### src/rtl/imem_loader_pkg.sv
// Shared types and helpers for the instruction-memory loader.
package imem_loader_pkg;

  typedef enum logic [2:0] {
    HDR_LO,
    HDR_HI,
    LOAD,
    FLUSH,
    DONE,
    ERR
  } state_t;

  localparam int unsigned HDR_BYTES  = 2;
  localparam int unsigned WORD_BYTES = 4;

  // Byte address of the last instruction of a count-word image.
  function automatic logic [31:0] calc_last_pc(input logic [15:0] count);
    return (count == 16'd0) ? 32'd0 : {14'd0, count - 16'd1, 2'b00};
  endfunction

endpackage

### src/rtl/imem_word_packer.sv
// Assembles little-endian 32-bit words from a byte stream.
module imem_word_packer
  import imem_loader_pkg::*;
(
  input  logic        clk,
  input  logic        rst,
  input  logic        clear,
  input  logic        shift_en,
  input  logic [7:0]  data,
  output logic        word_valid_c,
  output logic [31:0] word_c
);

  logic [1:0]  lane;
  logic [23:0] lanes;

  // Lane counter and the three lower byte lanes; the top byte is taken live.
  always_ff @(posedge clk or posedge rst) begin
    if (rst) begin
      lane  <= 2'd0;
      lanes <= 24'd0;
    end else if (clear) begin
      lane <= 2'd0;
    end else if (shift_en) begin
      lane <= lane + 2'd1;
      case (lane)
        2'd0:    lanes[7:0]   <= data;
        2'd1:    lanes[15:8]  <= data;
        2'd2:    lanes[23:16] <= data;
        default: ;
      endcase
    end
  end

  assign word_valid_c = shift_en && (lane == 2'(WORD_BYTES - 1));
  assign word_c       = {data, lanes};

endmodule

### src/rtl/imem_loader.sv
// Streams a counted little-endian image into instruction memory while holding the CPU in reset.
module imem_loader
  import imem_loader_pkg::*;
#(
  parameter int unsigned DEPTH  = 1024,
  parameter int unsigned ADDR_W = $clog2(DEPTH)
) (
  input  logic              clk,
  input  logic              rst,
  input  logic              in_valid,
  input  logic [7:0]        in_data,
  output logic              in_ready,
  input  logic              reload,
  output logic              we,
  output logic [ADDR_W-1:0] waddr,
  output logic [31:0]       wdata,
  output logic              cpu_rst,
  output logic              done,
  output logic              err,
  output logic [31:0]       last_pc
);

  state_t            state, state_n;
  logic [15:0]       count_q, count_n, hdr;
  logic [ADDR_W-1:0] widx, widx_n, waddr_n;
  logic [31:0]       wdata_n, last_pc_n, word_c;
  logic              we_n, cpu_rst_n, done_n, err_n;
  logic              xfer, shift_en, pack_clear, word_valid_c;

  assign in_ready = (state == HDR_LO) || (state == HDR_HI) || (state == LOAD);
  assign xfer     = in_valid && in_ready;
  assign shift_en = xfer && (state == LOAD);
  assign hdr      = {in_data, count_q[7:0]};

  imem_word_packer u_packer (
    .clk          (clk),
    .rst          (rst),
    .clear        (pack_clear),
    .shift_en     (shift_en),
    .data         (in_data),
    .word_valid_c (word_valid_c),
    .word_c       (word_c)
  );

  always_ff @(posedge clk or posedge rst) begin
    if (rst) begin
      state   <= HDR_LO;
      count_q <= 16'd0;
      widx    <= '0;
      we      <= 1'b0;
      waddr   <= '0;
      wdata   <= 32'd0;
      cpu_rst <= 1'b1;
      done    <= 1'b0;
      err     <= 1'b0;
      last_pc <= 32'd0;
    end else begin
      state   <= state_n;
      count_q <= count_n;
      widx    <= widx_n;
      we      <= we_n;
      waddr   <= waddr_n;
      wdata   <= wdata_n;
      cpu_rst <= cpu_rst_n;
      done    <= done_n;
      err     <= err_n;
      last_pc <= last_pc_n;
    end
  end

  always_comb begin
    state_n    = state;
    count_n    = count_q;
    widx_n     = widx;
    we_n       = 1'b0;
    waddr_n    = waddr;
    wdata_n    = wdata;
    cpu_rst_n  = cpu_rst;
    done_n     = done;
    err_n      = err;
    last_pc_n  = last_pc;
    pack_clear = 1'b0;
    case (state)
      HDR_LO: if (xfer) begin
        count_n = {8'd0, in_data};
        state_n = HDR_HI;
      end
      HDR_HI: if (xfer) begin
        count_n = hdr;
        if (hdr == 16'd0) begin
          last_pc_n = 32'd0;
          cpu_rst_n = 1'b0;
          done_n    = 1'b1;
          state_n   = DONE;
        end else if (32'(hdr) > DEPTH) begin
          err_n   = 1'b1;
          state_n = ERR;
        end else begin
          widx_n     = '0;
          pack_clear = 1'b1;
          last_pc_n  = calc_last_pc(hdr);
          state_n    = LOAD;
        end
      end
      LOAD: if (word_valid_c) begin
        we_n    = 1'b1;
        waddr_n = widx;
        wdata_n = word_c;
        widx_n  = widx + 1'b1;
        if (16'(widx) == count_q - 16'd1) state_n = FLUSH;
      end
      FLUSH: begin
        cpu_rst_n = 1'b0;
        done_n    = 1'b1;
        state_n   = DONE;
      end
      DONE, ERR: if (reload) begin
        cpu_rst_n = 1'b1;
        done_n    = 1'b0;
        err_n     = 1'b0;
        state_n   = HDR_LO;
      end
      default: state_n = HDR_LO;
    endcase
  end

endmodule

### config.mk
export PLATFORM = sky130hd
export DESIGN_NAME = imem_loader
export DESIGN_NICKNAME = d
export VERILOG_FILES = /design/src/rtl/imem_loader_pkg.sv /design/src/rtl/imem_word_packer.sv /design/src/rtl/imem_loader.sv
export SDC_FILE = /design/constraint.sdc
export NUM_CORES = 1
export LEC_CHECK = 0
export BUFFER_PORTS_ARGS = -buffer_cell sky130_fd_sc_hd__buf_2
export CAP_MARGIN = 25
export CORE_MARGIN = 3
export CORE_UTILIZATION = 35
export CTS_BUF_LIST = sky130_fd_sc_hd__clkbuf_8
export CTS_CLUSTER_DIAMETER = 100
export DETAILED_ROUTE_END_ITERATION = 10
export GPL_TIMING_DRIVEN = 0
export PLACE_DENSITY = 0.66
export RECOVER_POWER = 100
export SETUP_SLACK_MARGIN = 0.05
export SLEW_MARGIN = 20
export SYNTH_ARGS = -nofsm -noshare
export SYNTH_HDL_FRONTEND = slang
export SYNTH_SLANG_ARGS = --single-unit
export TNS_END_PERCENT = 30
### constraint.sdc
create_clock -name clk -period 3.6 [get_ports clk]
set_input_delay 0.36 -clock clk [delete_from_list [all_inputs] [get_ports clk]]
set_output_delay 0.36 -clock clk [all_outputs]
set_load 0.02 [all_outputs]
* Yosys cells after proc, flatten, opt, wreduce, memory -nomap -nowiden
Cells that the tools add are included.
Word-level totals: bits in registers 133, input port bits 12, output and inout port bits 79
Cells by class: add/subtract/negate cells 4, order comparisons 1, equal/unequal tests 19, mux-type cells 38, bitwise logic cells 2, reduce and logical (&&, ||, !) cells 25
Operators with widths (number):
- $mux W32 | 2
- $mux W10 | 4
- $mux W16 | 2
- $pmux W16 S2 | 1
- $sub A16 B1 Y16 const B | 2
- $mux W3 | 7
- $pmux W10 S2 | 1
- $reduce_and A3 Y1 | 6
- $eq A10 B16 Y1 | 1
- $gt A16 B11 Y1 const B | 1
- $logic_not A16 Y1 | 1
- $mux W1 | 15
- $pmux W3 S5 | 1
- $reduce_and A5 Y1 | 3
- $ne A2 B2 Y1 const B | 6
- $add A10 B1 Y10 const B | 1
- $ne A2 B1 Y1 const B | 4
- $reduce_bool A2 Y1 | 4
- $eq A3 B2 Y1 const B | 2
- $eq A3 B3 Y1 const B | 2
- $pmux W1 S3 | 2
- $eq A2 B2 Y1 const B | 2
- $mux W2 | 2
- $reduce_and A4 Y1 | 1
- 12 further kinds | 16

* Depth between registers and ports, before layout
depth in word-level cells 8, depth in mapped cells 9

* Hierarchy
A second synthesis with hierarchy kept.
Second synthesis, totals: cells, all modules 479, area total of the unflattened synthesis 5522.8 um^2
By module, submodules not included:
- imem_loader | instances 1, cells each 405, area each 4371.7 um^2
- imem_word_packer | instances 1, cells each 74, area each 1151.1 um^2

* Least setup slack after synthesis
OpenSTA, ideal clock, no wires.
path type register -> register, start point reg count_q[0], end point reg widx[4], library setup time 0.066 ns, data arrival time 2.156 ns, setup slack 1.378 ns, cell stages (with the launch flop) 9, path buffers 0, clock period less this slack 2.222 ns, cells stage by stage dfrtp_1 inv_1 ha_1 or3b_4 nor4b_4 and3_2 nor2_2 or4_1 nand2_1
On the way: word-level cells in the longest chain between the ends 3, elaborated cells between the ends (all ways) 5
Ends and longest elaborated chain:
- from (decl) | RTL line imem_loader.sv:24 | logic [15:0] count_q, count_n, hdr;
- from (signal assigned) | RTL line imem_loader.sv:59 | count_q <= count_n;
- $gt A16 B11 Y1 / $logic_not A16 Y1 (equally long branches) | RTL line imem_loader.sv:95, imem_loader.sv:90
- $ne A2 B2 Y1 (no line)
- $reduce_and A5 Y1 (no line) (*)
- to (signal assigned) | RTL line imem_loader.sv:60 | widx <= widx_n;
- to (decl) | RTL line imem_loader.sv:25 | logic [ADDR_W-1:0] widx, widx_n, waddr_n;
Mark *: on every way between the ends. The rest lies on a longest branch, timed or not. A chain may end at the register's enable or synchronous reset.

* Final worst setup path
start point reg count_q[0], end point reg widx[8]
The elaborated chain is that of the path after synthesis.

==> flow_summary.json <==
{
  "status": "finished with violations",
  "violations": "capacitance limit, slew limit",
  "fillCellCount": 1566,
  "wl_microns": 13410,
  "synth_edf_count": 0,
  "cp_slowest_stage_delay_ns": 0.55,
  "required_ns": 3.97,
  "first_pass_iters": 4,
  "yosys-top-cells-area": "dfrtp_1 (52%), nand2_1 (13%), mux2_2 (5.9%), buf_4 (2.2%), xnor2_1 (2.1%)",
  "vias": 4264,
  "ctsLongestPathBuffers": 2,
  "stdcell_count": 901,
  "p_per_area_nw_per_um2": 574.9,
  "critPathKind": "reg2reg",
  "synth.largest_area_cell": "dfrtp_1",
  "rows": 45,
  "dp.cells": 871,
  "drive_gt1_share_pct": 13.19,
  "synthToLayoutAreaGrowth_pct": 16.82,
  "drt-initial-drc-count": 283,
  "holdWs_ns": 0.2113,
  "finalSetupViolCount": 0,
  "maxCapViolCount": 1,
  "finalHoldViolCount": 0,
  "core_area_sq_um": 15370,
  "start_util_pct": 36.11,
  "die_area_sq_um": 17410,
  "htreeDepth": 4,
  "leakage_nw": 3.153,
  "yosysUniqueCellTypes": 58,
  "first_global_vias": 4039,
  "slew_violations": 55,
  "setup.worst_path.start_class": "register",
  "syn_area_sq_um": 5550,
  "final_nets": 699,
  "grt_pass1_wl_microns": 21870,
  "async_flop_share_pct": 100.0,
  "critical-path-top-delay-family": "simple AND/OR/NAND/NOR gates",
  "max_clock_freq_mhz": 341.7,
  "final.setup_skew_ns": 0.009397,
  "clk_latency_ns": 0.43,
  "cts_made_buffers": 17,
  "cts_resized": 0,
  "grt-ovfl-total": 0,
  "drc": 0,
  "die_width_microns": 131.9,
  "fin_crit_sh_pct": 81.30,
  "die_height_microns": 131.9,
  "min_period_ns": 2.927,
  "synth_top_area_share_pct": 52.30,
  "rsz0062_at_grt": "no",
  "arrival_ns": 3.30,
  "cts_root_buf": "clkbuf_8",
  "tightest_slew_ns": 2.197,
  "synth_most_common_cell": "nand2_1",
  "grt_max_degree": 64,
  "place_hpwl_microns": 9285,
  "synth-main-ff-cell": "dfrtp_1",
  "synth_seq_cells": 117,
  "clkTransAtPathRegs_ns": 0.06,
  "cts_tree": "yes",
  "port-buffer-count": 69,
  "syn-instance-count": 575,
  "grt_usage_pct": 15.71,
  "antenna_found_initial": 0,
  "cp_cell_sequence": "inv_1, ha_1, or3b_1, nor4b_1, and3_1, nor2_1, or4_1, nand2_1",
  "post_cts_buffers": 0,
  "antennaDiodeCount": 0,
  "routed_via_density": 4.733,
  "syn_avg_cell_area_sq_um": 9.653,
  "avgRoutedWirePerCell_microns": 14.88,
  "synthTopCellsByCount": "nand2_1 (185), dfrtp_1 (116), mux2_2 (29)",
  "peakVddDrop_mv": 0.2056,
  "gp_congestion": 0.8659,
  "pre_cts_slack_ns": 0.9971,
  "slowest_stage": "nor4b_1",
  "worst_slack_ns": 0.6733,
  "holdBufCountCts": 1,
  "ys_warn_count": 0,
  "max_slew_margin_pct": -46.64,
  "ios": 91,
  "ant_nets": 0,
  "final_util_pct": 42.18,
  "cts_sinks": 117,
  "ys_seq_area_share_pct": 52.77,
  "crit_path_end_kind": "register",
  "hold_class": "in2reg",
  "cp_max_fo": 10,
  "crit_buf_inv": 1,
  "setup_tns_ns": 0
}
[power by group]
part	switching, W	internal [W]
Clock	0.000525	0.000613
Combinational	0.000579	0.000363
Sequential	0.000164	0.00148
[worst paths after layout]
path,start,to,slack (ns),cells after the start
setup / recovery,count_q[0]$_DFFE_PP0P_,widx[8]$_DFFE_PP0P_,0.67,8
hold / removal,reload,state[2]$_DFFE_PP0P_,0.21,4
setup reg to reg,count_q[0]$_DFFE_PP0P_,widx[8]$_DFFE_PP0P_,0.67,8
hold reg to reg,u_packer.lanes[0]$_DFFE_PP0P_,wdata[0]$_DFFE_PP0P_,0.46,2
max in group asynchronous,rst,state[2]$_DFFE_PP0P_,1.11,3
min in group asynchronous,rst,wdata[0]$_DFFE_PP0P_,1.21,3
[state kept, by name (all words and copies together) (netlist names)]
name,cells
done,1
last_pc,16
wdata,32
we,1
u_packer.lane,2
count_q,16
u_packer.lanes,24
state,3
cpu_rst,1
err,1
waddr,10
widx,10
[worst reg2reg max path: stages (launching register included)]
cell and delay, ns:
dfrtp_1 0.46, inv_1 0.13, ha_1 0.14, or3b_1 0.41, nor4b_1 0.55, and3_1 0.39
nor2_1 0.20, or4_1 0.50, nand2_1 0.08
[per-stage QoR]
step / total power [W] / cell area [sq um]
global route: 0.003967 / 6484
finish: 0.003727 / 6484
global placement: 0.002613 / 6216
floorplan: 0.002370 / 5607
detailed placement: 0.002636 / 6248
CTS: 0.003786 / 6621
[cells by family (layout without fill, tap and decap cells)]
family          Yosys count  count (layout)  synth area share (%)
compound gates           75              75                 9.468
xor+xnor                 19              19                 2.998
other cells               1              16               0.06756
fa+ha+maj                 7               7                 1.578
simple gates            265             265                 21.60
buf+inv                  62             162                 5.636
flops                   117             117                 52.77
mux                      29              29                 5.884
[metal layers]
metal	wire (microns)	vias up	GRT usage, %	part of all wire [%]
met3	617	25	3.817	4.6
met2	6058	103	23.38	45
met4	225	0	5.484	1.7
met1	6506	2025	22.41	49
met5	0	-	0	0
li1	-	2111	-	-
[layout make-up]
cell class | count | area (sq um) | area share [%]
plain buffers | 50 | 249.0 | 3.840
well taps | 211 | 264.0 | 4.072
clock inverters | 11 | 115.1 | 1.775
repair buffers | 71 | 304.0 | 4.689
multi-input cells | 411 | 2330 | 35.93
flip-flops and latches | 117 | 2929 | 45.18
clock buffers | 18 | 247.7 | 3.821
inverters | 12 | 45.04 | 0.6947
[cells in the final DEF (no fill, tap or decap), types with 3 or more instances in the layout]
cell type	instances
a21o_1	4
mux2_2	29
conb_1	16
inv_1	13
dfrtp_1	116
clkinv_2	3
and3_1	4
clkbuf_8	18
buf_4	16
o31ai_1	14
nand2b_1	3
nor2b_1	4
nand3_1	8
nor3_1	10
xnor2_1	13
or4_1	9
o211ai_1	7
buf_2	7
clkbuf_1	95
ha_1	7
o31ai_2	3
xor2_1	6
a21oi_1	11
nor2_1	20
o21ai_0	20
nand2_1	185
Power figures use the tool's default switching activity.
